===== src/rtl/log2_pkg.sv =====
// Shared widths, error code and FSM state type for the Log2 core front-end.
package log2_pkg;
  localparam int LOG2_W    = 8;
  localparam int LOG2_FRAC = 5;
  localparam logic [LOG2_W-1:0] LOG2_ERR_VAL = 8'hFF;

  typedef enum logic [1:0] {
    ST_IDLE  = 2'd0,
    ST_ISSUE = 2'd1,
    ST_GAP   = 2'd2
  } feeder_state_t;
endpackage


===== src/rtl/log2_fifo.sv =====
// DEPTH x LOG2_W synchronous FIFO; head word is readable combinationally while non-empty.
module log2_fifo
  import log2_pkg::*;
#(
  parameter int DEPTH = 4,
  localparam int AW = $clog2(DEPTH)
) (
  input  logic              clk,
  input  logic              reset,
  input  logic [LOG2_W-1:0] wr_data,
  input  logic              wr_en,
  input  logic              rd_en,
  output logic [LOG2_W-1:0] rd_data,
  output logic              full,
  output logic              empty,
  output logic [AW:0]       count
);
  logic [LOG2_W-1:0] mem_q [DEPTH];
  logic [AW-1:0]     wr_ptr_q, wr_ptr_d;
  logic [AW-1:0]     rd_ptr_q, rd_ptr_d;
  logic [AW:0]       count_q, count_d;
  logic              do_wr, do_rd;

  assign full    = (count_q == (AW+1)'(DEPTH));
  assign empty   = (count_q == '0);
  assign count   = count_q;
  assign rd_data = mem_q[rd_ptr_q];
  assign do_wr   = wr_en && !full;
  assign do_rd   = rd_en && !empty;

  // Pointers wrap naturally because DEPTH is a power of two.
  always_comb begin
    wr_ptr_d = wr_ptr_q;
    rd_ptr_d = rd_ptr_q;
    count_d  = count_q;
    if (do_wr) wr_ptr_d = wr_ptr_q + AW'(1);
    if (do_rd) rd_ptr_d = rd_ptr_q + AW'(1);
    if (do_wr && !do_rd) count_d = count_q + (AW+1)'(1);
    else if (do_rd && !do_wr) count_d = count_q - (AW+1)'(1);
  end

  always_ff @(posedge clk or negedge reset) begin
    if (!reset) begin
      wr_ptr_q <= '0;
      rd_ptr_q <= '0;
      count_q  <= '0;
    end else begin
      wr_ptr_q <= wr_ptr_d;
      rd_ptr_q <= rd_ptr_d;
      count_q  <= count_d;
    end
  end

  always_ff @(posedge clk) begin
    if (do_wr) mem_q[wr_ptr_q] <= wr_data;
  end
endmodule


===== src/rtl/log2_feeder.sv =====
// Buffers samples, sequences the serial Log2 core one operand at a time and
// returns each result (or a local zero/timeout error) over a valid/ready stream.
module log2_feeder
  import log2_pkg::*;
#(
  parameter int DEPTH   = 4,
  parameter int TIMEOUT = 64
) (
  input  logic              clk,
  input  logic              reset,
  input  logic [LOG2_W-1:0] in_data,
  input  logic              in_valid,
  output logic              in_ready,
  output logic [LOG2_W-1:0] res_data,
  output logic              res_err,
  output logic              res_valid,
  input  logic              res_ready,
  output logic [LOG2_W-1:0] core_in,
  output logic              core_h,
  input  logic              core_flag,
  input  logic [LOG2_W-1:0] core_out,
  output logic              busy
);
  localparam int AW = $clog2(DEPTH);
  localparam int TW = $clog2(TIMEOUT);
  localparam logic [TW-1:0] TIMER_LAST = TW'(TIMEOUT - 1);

  feeder_state_t     state_q, state_d;
  logic [TW-1:0]     timer_q, timer_d;
  logic [LOG2_W-1:0] operand_q, operand_d;
  logic [LOG2_W-1:0] res_data_q, res_data_d;
  logic              res_err_q, res_err_d;
  logic              res_valid_q, res_valid_d;
  logic              core_h_q, core_h_d;

  logic              fifo_pop;
  logic [LOG2_W-1:0] fifo_head;
  logic              fifo_full, fifo_empty;
  logic [AW:0]       fifo_count;

  log2_fifo #(.DEPTH(DEPTH)) u_fifo (
    .clk     (clk),
    .reset   (reset),
    .wr_data (in_data),
    .wr_en   (in_valid),
    .rd_en   (fifo_pop),
    .rd_data (fifo_head),
    .full    (fifo_full),
    .empty   (fifo_empty),
    .count   (fifo_count)
  );

  // core_h_q mirrors "next state is ISSUE" so the core sees a clean registered strobe.
  always_comb begin
    state_d     = state_q;
    timer_d     = timer_q;
    operand_d   = operand_q;
    res_data_d  = res_data_q;
    res_err_d   = res_err_q;
    res_valid_d = res_valid_q && !res_ready;
    core_h_d    = 1'b0;
    fifo_pop    = 1'b0;
    case (state_q)
      ST_IDLE: begin
        if (!fifo_empty && (!res_valid_q || res_ready)) begin
          fifo_pop = 1'b1;
          if (fifo_head == '0) begin
            res_data_d  = '0;
            res_err_d   = 1'b1;
            res_valid_d = 1'b1;
          end else begin
            operand_d = fifo_head;
            timer_d   = '0;
            state_d   = ST_ISSUE;
            core_h_d  = 1'b1;
          end
        end
      end
      ST_ISSUE: begin
        if (core_flag) begin
          res_data_d  = core_out;
          res_err_d   = 1'b0;
          res_valid_d = 1'b1;
          state_d     = ST_GAP;
        end else if (timer_q == TIMER_LAST) begin
          res_data_d  = LOG2_ERR_VAL;
          res_err_d   = 1'b1;
          res_valid_d = 1'b1;
          state_d     = ST_GAP;
        end else begin
          timer_d  = timer_q + TW'(1);
          core_h_d = 1'b1;
        end
      end
      ST_GAP:  state_d = ST_IDLE;
      default: state_d = ST_IDLE;
    endcase
  end

  always_ff @(posedge clk or negedge reset) begin
    if (!reset) begin
      state_q     <= ST_IDLE;
      timer_q     <= '0;
      operand_q   <= '0;
      res_data_q  <= '0;
      res_err_q   <= 1'b0;
      res_valid_q <= 1'b0;
      core_h_q    <= 1'b0;
    end else begin
      state_q     <= state_d;
      timer_q     <= timer_d;
      operand_q   <= operand_d;
      res_data_q  <= res_data_d;
      res_err_q   <= res_err_d;
      res_valid_q <= res_valid_d;
      core_h_q    <= core_h_d;
    end
  end

  assign in_ready  = !fifo_full;
  assign res_data  = res_data_q;
  assign res_err   = res_err_q;
  assign res_valid = res_valid_q;
  assign core_in   = operand_q;
  assign core_h    = core_h_q;
  assign busy      = (state_q != ST_IDLE) || (fifo_count != '0);
endmodule

===== config.mk =====
export PLATFORM = sky130hd
export DESIGN_NAME = log2_feeder
export DESIGN_NICKNAME = d
export VERILOG_FILES = /design/src/rtl/log2_pkg.sv /design/src/rtl/log2_fifo.sv /design/src/rtl/log2_feeder.sv
export SDC_FILE = /design/constraint.sdc
export NUM_CORES = 1
export LEC_CHECK = 0
export CAP_MARGIN = 20
export CORE_MARGIN = 2
export CORE_UTILIZATION = 50
export CTS_CLUSTER_SIZE = 28
export DETAILED_ROUTE_END_ITERATION = 12
export GPL_TIMING_DRIVEN = 0
export HOLD_SLACK_MARGIN = 0.03
export PLACE_DENSITY_LB_ADDON = 0.05
export SYNTH_ARGS = -nofsm -noshare
export SYNTH_HDL_FRONTEND = slang
export SYNTH_SLANG_ARGS = --single-unit

===== constraint.sdc =====
create_clock -name clk -period 3.05 [get_ports clk]
set_input_delay 0.61 -clock clk [delete_from_list [all_inputs] [get_ports clk]]
set_output_delay 0.61 -clock clk [all_outputs]
set_load 0.03 [all_outputs]

## After elaboration in Yosys (flattened, before gate mapping)

Memory sizes are Yosys's and may differ from the RTL's.
Cells that the tools add are included.

| word-level totals | value |
|---|---|
| bits in registers | 34 |
| latch bits | 0 |
| RAM bits | 32 |
| ROM bits | 0 |
| bits of input ports | 21 |
| output and inout bits | 21 |
| word-level logic and storage cells | 87 |
| memories | 1 |

| cells by class | value |
|---|---|
| add/subtract/negate cells | 5 |
| $mul | 0 |
| div/mod/pow operators | 0 |
| order comparisons | 0 |
| equal/unequal tests | 9 |
| shift operators | 0 |
| multiplexer cells | 36 |
| bitwise operators | 1 |
| reductions and logical operators | 25 |

Memories:

| memory | depth | width | rd ports | clocked after memory_dff | wr ports | RTL line | source |
|---|---|---|---|---|---|---|---|
| u_fifo.mem_q | 4 | 8 | 1 | 0 | 1 | log2_fifo.sv:18 | `logic [LOG2_W-1:0] mem_q [DEPTH];` |

Operators with widths:

| cell | count |
|---|---|
| $mux 8 | 4 |
| $mux 6 | 4 |
| $mux 1 | 16 |
| $pmux 8 s2 | 1 |
| $pmux 6 s2 | 1 |
| $ne 2x2->1 const B | 5 |
| $logic_not 8->1 | 1 |
| $mux 2 | 4 |
| $add 6x1->6 const B | 1 |
| $eq 6x6->1 const B | 1 |
| $logic_and 1x1->1 | 6 |
| $logic_not 1->1 | 6 |
| $mux 3 | 2 |
| $pmux 1 s2 | 3 |
| $reduce_and 3->1 | 2 |
| $reduce_bool 2->1 | 3 |
| $reduce_and 5->1 | 1 |
| $add 2x1->2 const B | 2 |
| $pmux 2 s2 | 1 |
| $reduce_and 4->1 | 1 |
| $add 3x1->3 const B | 1 |
| $eq 3x3->1 const B | 1 |
| $logic_not 3->1 | 1 |
| $ne 3x3->1 const B | 1 |
| other kinds (6) | 7 |

## Logic depth before layout (Yosys ltp)

| depth | value |
|---|---|
| depth after elaboration | 9 |
| gate-level depth with buffers | 9 |
| depth with buffers taken out | 9 |

## Hierarchy

From an unflattened synthesis, not the netlist that was laid out.

| second synthesis, totals | value |
|---|---|
| cell total of the unflattened synthesis | 193 |
| area, all modules | 2831.5 µm² |

By module, submodules not included:

| module | times used | cells an instance | area an instance (µm²) | sequential area each (µm²) |
|---|---|---|---|---|
| log2_fifo | 1 | 77 | 1589.0 | 1136.1 |
| log2_feeder | 1 | 116 | 1242.4 | 675.6 |

## Worst setup path after synthesis

OpenSTA, ideal clock, no wires.

| path | value |
|---|---|
| path kind | register -> register |
| start point | reg u_fifo.count_q[1], in the netlist u_fifo.count[1] |
| end point | reg u_fifo.count_q[2], in the netlist u_fifo.count[2] |
| setup time | 79 ps |
| arrival | 2061 ps |
| required time | 2971 ps |
| path slack | 910 ps |
| cell stages (with the launch flop) | 10 |
| path buffers | 0 |
| clock period less this slack | 2140 ps |
| cells stage by stage | dfrtp_1 > or3_1 > and3_1 > inv_1 > ha_1 > inv_1 > fa_1 > xor2_1 > nor2_1 > xor2_1 |

| on the way | value |
|---|---|
| longest elaborated chain between the ends | 9 |
| elaborated cells between the ends (all ways) | 18 |
| classes of those cells | add/sub (2); eq/ne (1); mux (4); reduce/logical (11) |

Ends and longest elaborated chain:

| element | RTL line | source |
|---|---|---|
| start: declaration | log2_fifo.sv:21 | `logic [AW:0] count_q, count_d;` |
| start signal: assignment | log2_fifo.sv:50 | `count_q <= count_d;` |
| $logic_not 3->1 | log2_fifo.sv:25 | `assign empty = (count_q == '0);` |
| $logic_not 1->1 | log2_fifo.sv:29, log2_feeder.sv:65 |  |
| $logic_and 1x1->1 | log2_feeder.sv:65 | `if (!fifo_empty && (!res_valid_q \|\| res_ready)) begin` |
| $mux 1 | log2_feeder.sv:65 |  |
| $mux 1 | log2_feeder.sv:63 | `case (state_q)` |
| $logic_and 1x1->1 | log2_fifo.sv:29 | `assign do_rd = rd_en && !empty;` |
| $logic_not 1->1 | log2_fifo.sv:38 | `if (do_wr && !do_rd) count_d = count_q + (AW+1)'(1);` |
| $logic_and 1x1->1 | log2_fifo.sv:38 |  |
| $mux 3 / $reduce_bool 2->1 (equally long branches) | n/a |  |

Parallel ways exist; a longest one is shown, timed or not. The select of a mux whose other input is x is not followed.
A chain may end at the register's enable or synchronous reset.

## Worst setup path after layout

| path | value |
|---|---|
| start point | reg u_fifo.count_q[0], in the netlist u_fifo.count[0] |
| end point | out busy |

| on the way | value |
|---|---|
| longest elaborated chain between the ends | 2 |

Ends and longest elaborated chain:

| element | RTL line | source |
|---|---|---|
| $reduce_bool 3->1 | log2_feeder.sv:126 | `assign busy = (state_q != ST_IDLE) \|\| (fifo_count != '0);` |
| $logic_or 1x1->1 | log2_feeder.sv:126 |  |
| end: declaration | log2_feeder.sv:22 | `output logic busy` |

No other way between the ends.

==> flow_metrics.py <==
metrics = {
    "run_status": {
        "status": "completed",
    },
    "timing": {
        "max_freq_ghz": 0.390,
        "worstMarginPinSlew_ns": 0.740,
        "post-route-period-util": 0.840,
        "setup_viol": 0,
        "finalCriticalPeriod_ns": 2.56,
        "fin_ws_ns": 0.488,
        "hold_violations": 0,
        "slew_violations": 0,
        "rsz0062_at_grt": "false",
        "clock_skew_ns": 0.00579,
        "slew_headroom": 0.506,
        "finalSetupTns_ns": 0,
    },
    "route": {
        "wirelength_mm": 5.00,
        "drt_iter0_drc": 140,
        "drcViolationCount": 0,
        "wl_per_cell_um": 15.2,
        "first_pass_iters": 4,
        "dr_total_vias": 1697,
        "via_per_inst": 5.14,
        "detail-route-antenna-nets": 0,
    },
    "synthesis": {
        "ys_async_sr_fraction": 0.515,
        "yosys-top-cells-count": "34 x dfrtp_1, 32 x edfxtp_1, 21 x nand2_1",
        "yosysWarnings": 0,
        "yosysMostFrequentCell": "dfrtp_1",
        "synthesis.nets": 229,
        "synth_area_per_cell_um2": 14.1,
        "ys_seq_elements": 66,
        "synth_top_cell_by_area": "edfxtp_1",
        "synth.top_cell.area_share": 0.340,
        "synth.area.top_cells": "edfxtp_1 34%, dfrtp_1 30%, mux4_2 6.4%",
        "synthesis.area_um2": 2830,
        "synthDistinctLibCells": 37,
        "synth_cells": 201,
        "synth_ff_type": "dfrtp_1",
        "synth_edf_count": 32,
        "synth-seq-area-share": 0.641,
    },
    "clock_tree": {
        "cts_hold_buf": 0,
        "numCtsBuffers": 9,
        "clock_path_buffers": 2,
        "cts_tree": "yes",
        "htree_levels": 3,
        "clockRootBuffer": "clkbuf_8",
        "post_cts_buffers": 0,
        "clkTransAtPathRegs_ns": 0.07,
        "cts.repair.resized": 0,
        "clk_latency_ns": 0.33,
        "clock_sinks": 66,
    },
    "setup_path": {
        "critPathMaxFanout": 4,
        "cp.arrival_ns": 1.95,
        "critPathCaptureType": "output port",
        "path_class": "register to output port",
        "start_kind": "register",
        "cp.required_ns": 2.44,
    },
    "worst_hold_path": {
        "hold_path_class": "input pin to asynchronous set/reset pin",
    },
    "power_and_ir_drop": {
        "powerDensity_nw_per_um2": 1060,
        "p_leak_nw": 1.40,
        "finalPower_mw": 3.76,
        "vdd_ir_drop_max_v": 0.000492,
    },
    "place": {
        "pre_cts_ws_ns": 0.440,
        "port_buffers": 41,
        "place_area_um2": 3320,
        "hpwl_mm": 3.46,
        "routabilityCongestion": 0.738,
    },
    "floorplan": {
        "ios": 42,
        "die_w_um": 79.2,
        "initial_utilization": 0.516,
        "core_area_um2": 5470,
        "rows": 27,
        "die_y_um": 79.2,
        "die_area_um2": 6270,
    },
    "layout": {
        "fillers": 427,
        "design_area_um2": 3540,
        "final_nets": 281,
        "fin_util": 0.647,
        "drive_gt1_frac": 0.136,
        "synthToLayoutAreaGrowth_pct": 25.2,
        "insertedDiodeCount": 0,
    },
    "global_routing": {
        "grt_pass1_vias": 1745,
        "grt_max_degree": 35,
        "antenna_found_initial": 0,
        "grt_pass1_wl_mm": 8.45,
        "grt_use_total": 0.180,
        "gr-total-overflow": 0,
    },
    "run": {
        "cap_violations": 0,
    },
}
per-stage QoR:
stage / std cells / hold slack, ns
4_1_cts: 330 / 0.358
6_report: 330 / 0.339
3_3_place_gp: 314 / 0.499
2_1_floorplan: 201 / 0.314
3_5_place_dp: 314 / 0.486
5_1_grt: 330 / 0.388
critical path, cell delays in order (launching register included):
cell	delay, ns
dfrtp_1	0.45
or3_1	0.41
nand2b_1	0.16
clkdlybuf4s50_1	0.60
cell usage in the layout (no fill, tap or decap), drive strengths merged, types with 5 or more instances in the layout:
cell,instances
edfxtp,32
clkbuf,14
nand3,5
mux4,8
dfrtp,34
nand2,21
nand3b,8
o211a,8
nor2,6
and3,5
inv,14
o21ai,15
clkdlybuf4s50,40
ha,6
per-layer routing:
metal	wire, µm	global-route usage
met1	2410	0.252
met2	2370	0.275
met3	136	0.0409
met4	82	0.0724
met5	0	0
kinds of logic (layout without fill, tap and decap cells):
kind of cell	count (synthesis)	after routing	share of synthesized area
flip-flops	66	66	0.641
AND/OR/NAND/NOR	58	58	0.119
AO/OA/AOI/OAI	30	30	0.0735
buffers and inverters	22	79	0.0345
multiplexers	12	12	0.0797
adder cells (fa/ha/maj)	7	7	0.0337
XOR/XNOR	6	6	0.0186
registers in the layout, indices dropped and copies added (netlist names), 2 cells and up:
| name | count |
|---|---|
| u_fifo.mem_q | 32 |
| core_in | 8 |
| res_data | 8 |
| timer_q | 6 |
| u_fifo.count | 3 |
| state_q | 2 |
| u_fifo.rd_ptr_q | 2 |
| u_fifo.wr_ptr_q | 2 |
power by group:
group          internal [mW]  switching [mW]
clock network          0.458           0.336
logic                  0.687           0.889
registers               1.24           0.148
total                   2.39            1.37
cell type report:
type | instances | area [µm²] | area share
buffer | 7 | 41.3 | 0.0117
inverter | 15 | 56.3 | 0.0159
tap | 72 | 90.1 | 0.0255
sequential | 66 | 1810 | 0.512
clock buffer | 9 | 124 | 0.0350
multi-input combinational | 113 | 916 | 0.259
clock inverter | 7 | 93.8 | 0.0265
timing repair buffer | 41 | 405 | 0.115
path summary, 6_finish.rpt:
path                                      start                 end  slack (ns)  cells past startpoint
max in group asynchronous                 reset  u_fifo.wr_ptr_q[0]        2.24                      1
worst min-delay path                      reset          core_in[2]        0.34                      1
worst max register to register  u_fifo.count[0]     u_fifo.count[2]        0.70                      9
min in group clk                u_fifo.count[2]     u_fifo.count[2]        0.50                      1
worst min register to register  u_fifo.count[2]     u_fifo.count[2]        0.50                      1
worst max-delay path            u_fifo.count[0]                busy        0.49                      3
Note: power is estimated with default switching activity, not from simulation.
==> patch: new RTL, config.mk and constraints unchanged <==
Re-encode `feeder_state_t` (3 states) as one-hot, 3 bits wide.
--- a/src/rtl/log2_pkg.sv
+++ b/src/rtl/log2_pkg.sv
@@ -4,10 +4,10 @@
   localparam int LOG2_FRAC = 5;
   localparam logic [LOG2_W-1:0] LOG2_ERR_VAL = 8'hFF;
 
-  typedef enum logic [1:0] {
-    ST_IDLE  = 2'd0,
-    ST_ISSUE = 2'd1,
-    ST_GAP   = 2'd2
+  typedef enum logic [2:0] {
+    ST_IDLE  = 3'b001,
+    ST_ISSUE = 3'b010,
+    ST_GAP   = 3'b100
   } feeder_state_t;
 endpackage
 
Behaviour: same outputs for any inputs over 4 cycles, from zero or initial values and one cycle with reset low; so few cycles prove little.
==> patch against the original RTL <==
Register-to-register slack lost 0.21 ns. Area after synthesis hardly changed. Synthesized cell count is 4.0% lower. Total power grew 0.54%. Wire length up 9.2%. Sequential cell count is 1 higher. Via count is 6.0% higher. Design area is 0.25% lower. Setup slack worse by 0.034 ns. First-iteration DRC count shrank 24%. Fmax is 1.3% lower. Clock power down 3.5%.
==> patch: results (changes against the original RTL) <==
metric;value;unit;change
run status;finished, final reports clean;;
FILL cells;415;;-2.8%
met3 GRT Util;4.20;%;+0.11 points
# diodes;0;;unchanged
root buffer cell;clkbuf_8;;
Clock Path Buffers;2;;unchanged
PortBufs;41;;unchanged
DR pass1 iterations;4;;unchanged
sequential area share after synthesis;65.0;%;+0.90 points
largest cells by area after synthesis;edfxtp_1, dfrtp_1, mux4_2, mux2_2, ha_1;;
Leakage;1.35;nW;-3.2%
hold_ws;0.363;ns;+0.0235 ns
GP Congestion;0.753;;+2.1%
post_cts resized;0;;unchanged
Ys Warns;0;;unchanged
1st-iter DRT viols;106;;-24%
M1 GR Usage;24.5;%;-0.66 points
GR Util met2;32.0;%;+4.6 points
placed cells;306;;-2.5%
Post-synth EDFFs;32;;unchanged
worst r2r src;u_fifo.rd_ptr_q[1]$_DFFE_PN0P_;;
final wirelength;5460;um;+9.2%
Most used DFF post-synth;dfrtp_1;;
first-pass GRT wire length;9060;um;+7.3%
GRT Total Usage;19.2;%;+1.2 points
Hold Crit Class;input pin to asynchronous set/reset pin;;
Worst-path clk slew;0.07;ns;about the same
Sw Ratio;35.0;%;-1.6 points
largest reg by FF count;u_fifo.mem_q;;
worst-margin pin slew;0.786;ns;+0.0459 ns
Worst Path Max Fanout;4;;unchanged
reg2reg setup slack;0.49;ns;-0.21 ns
Detailed Place HPWL;3830;um;+11%
total CTS buffers;9;;unchanged
# Post-CTS Setup Buffers;0;;unchanged
antenna violations before repair;0;;unchanged
Worst EP arrival;1.99;ns;+0.04 ns
Async SR Flop Fraction;52.2;%;+0.72 points
largest net degree at the start of global routing;36;;+2.9%
max FFs per register;32;;unchanged
layout cells sized above 1;16.0;%;+2.4 points
Final Net Count;273;;-2.8%
Routed WL per cell;17.0;um;+12%
r2r endpoint;core_in[6]$_DFFE_PN0P_;;
Post-synth top cells;dfrtp_1, edfxtp_1, o22ai_1;;
Post-Syn Nets;221;;-3.5%
DR vias;1799;;+6.0%
synthesized area per cell;14.6;um^2;+4.2%
worst skew pair latency;0.32;ns;
FF-to-FF path depth;6;;-3
Peak supply drop;599;uV;+22%
Netlist cell types;43;;+16%
H-tree depth;3;;unchanged
setup TNS;0;ns;unchanged
clk_skew;0.00877;ns;+0.00298 ns
vias in the first global route;1875;;+7.4%
==> patch: power groups by stage <==
stage / clock, mW / combinational [mW] / sequential [mW]
finish: 0.766 / 1.60 / 1.41
global route: 0.825 / 1.73 / 1.44
CTS: 0.782 / 1.62 / 1.41
detailed placement: 0 / 1.61 / 1.42
global placement: 0 / 1.55 / 1.40
floorplan: 0 / 0.843 / 1.64
==> patch: how the worst max path moves through the flow <==
stage / startpoint / to / cells past startpoint
6_report: u_fifo.count[1]$_DFFE_PN0P_ / busy / 3
5_1_grt: u_fifo.count[1]$_DFFE_PN0P_ / busy / 3
4_1_cts: u_fifo.count[1]$_DFFE_PN0P_ / busy / 3
3_5_place_dp: core_flag / res_err$_DFFE_PN0P_ / 6
3_3_place_gp: core_flag / res_err$_DFFE_PN0P_ / 6
2_1_floorplan: u_fifo.rd_ptr_q[0]$_DFFE_PN0P_ / core_in[5]$_DFFE_PN0P_ / 6
==> patch: cell families after synthesis <==
| kind of cell | share of synthesized area, % |
|---|---|
| AOI/OAI and AO/OA | 7.17 |
| xor gates and xnor gates | 1.86 |
| buffers and inverters | 2.30 |
| and+or+nand+nor | 9.65 |
| muxes | 10.6 |
| adders and majority gates | 3.36 |
| DFF | 65.0 |
==> patch: per-stage QoR <==
step,cell area [um^2],setup WS [ns]
finish,3530,0.454
global route,3530,0.376
detailed placement,3320,0.272
floorplan,2830,0.944
global placement,3330,0.336
CTS,3530,0.436
==> patch: metal layers <==
layer,vias up,wire (um)
li1,825,-
met1,926,2340
met2,39,2830
met3,9,207
met4,0,80
met5,-,0
==> patch: cell type report <==
cell class	count	area [um^2]	area share, %
clock inverters	6	80.1	2.27
multi-input cells	113	923	26.2
repair buffers	41	405	11.5
inverters	6	22.5	0.638
clock buffers	10	128	3.62
plain buffers	7	42.5	1.21
flip-flops and latches	67	1840	52.1
well taps	72	90.1	2.55
==> patch: worst max-delay path, stage by stage (launching register included) <==
cell             delay (ns)
dfrtp_1                0.42
or3_1                  0.46
nand2b_1               0.17
clkdlybuf4s50_1        0.61
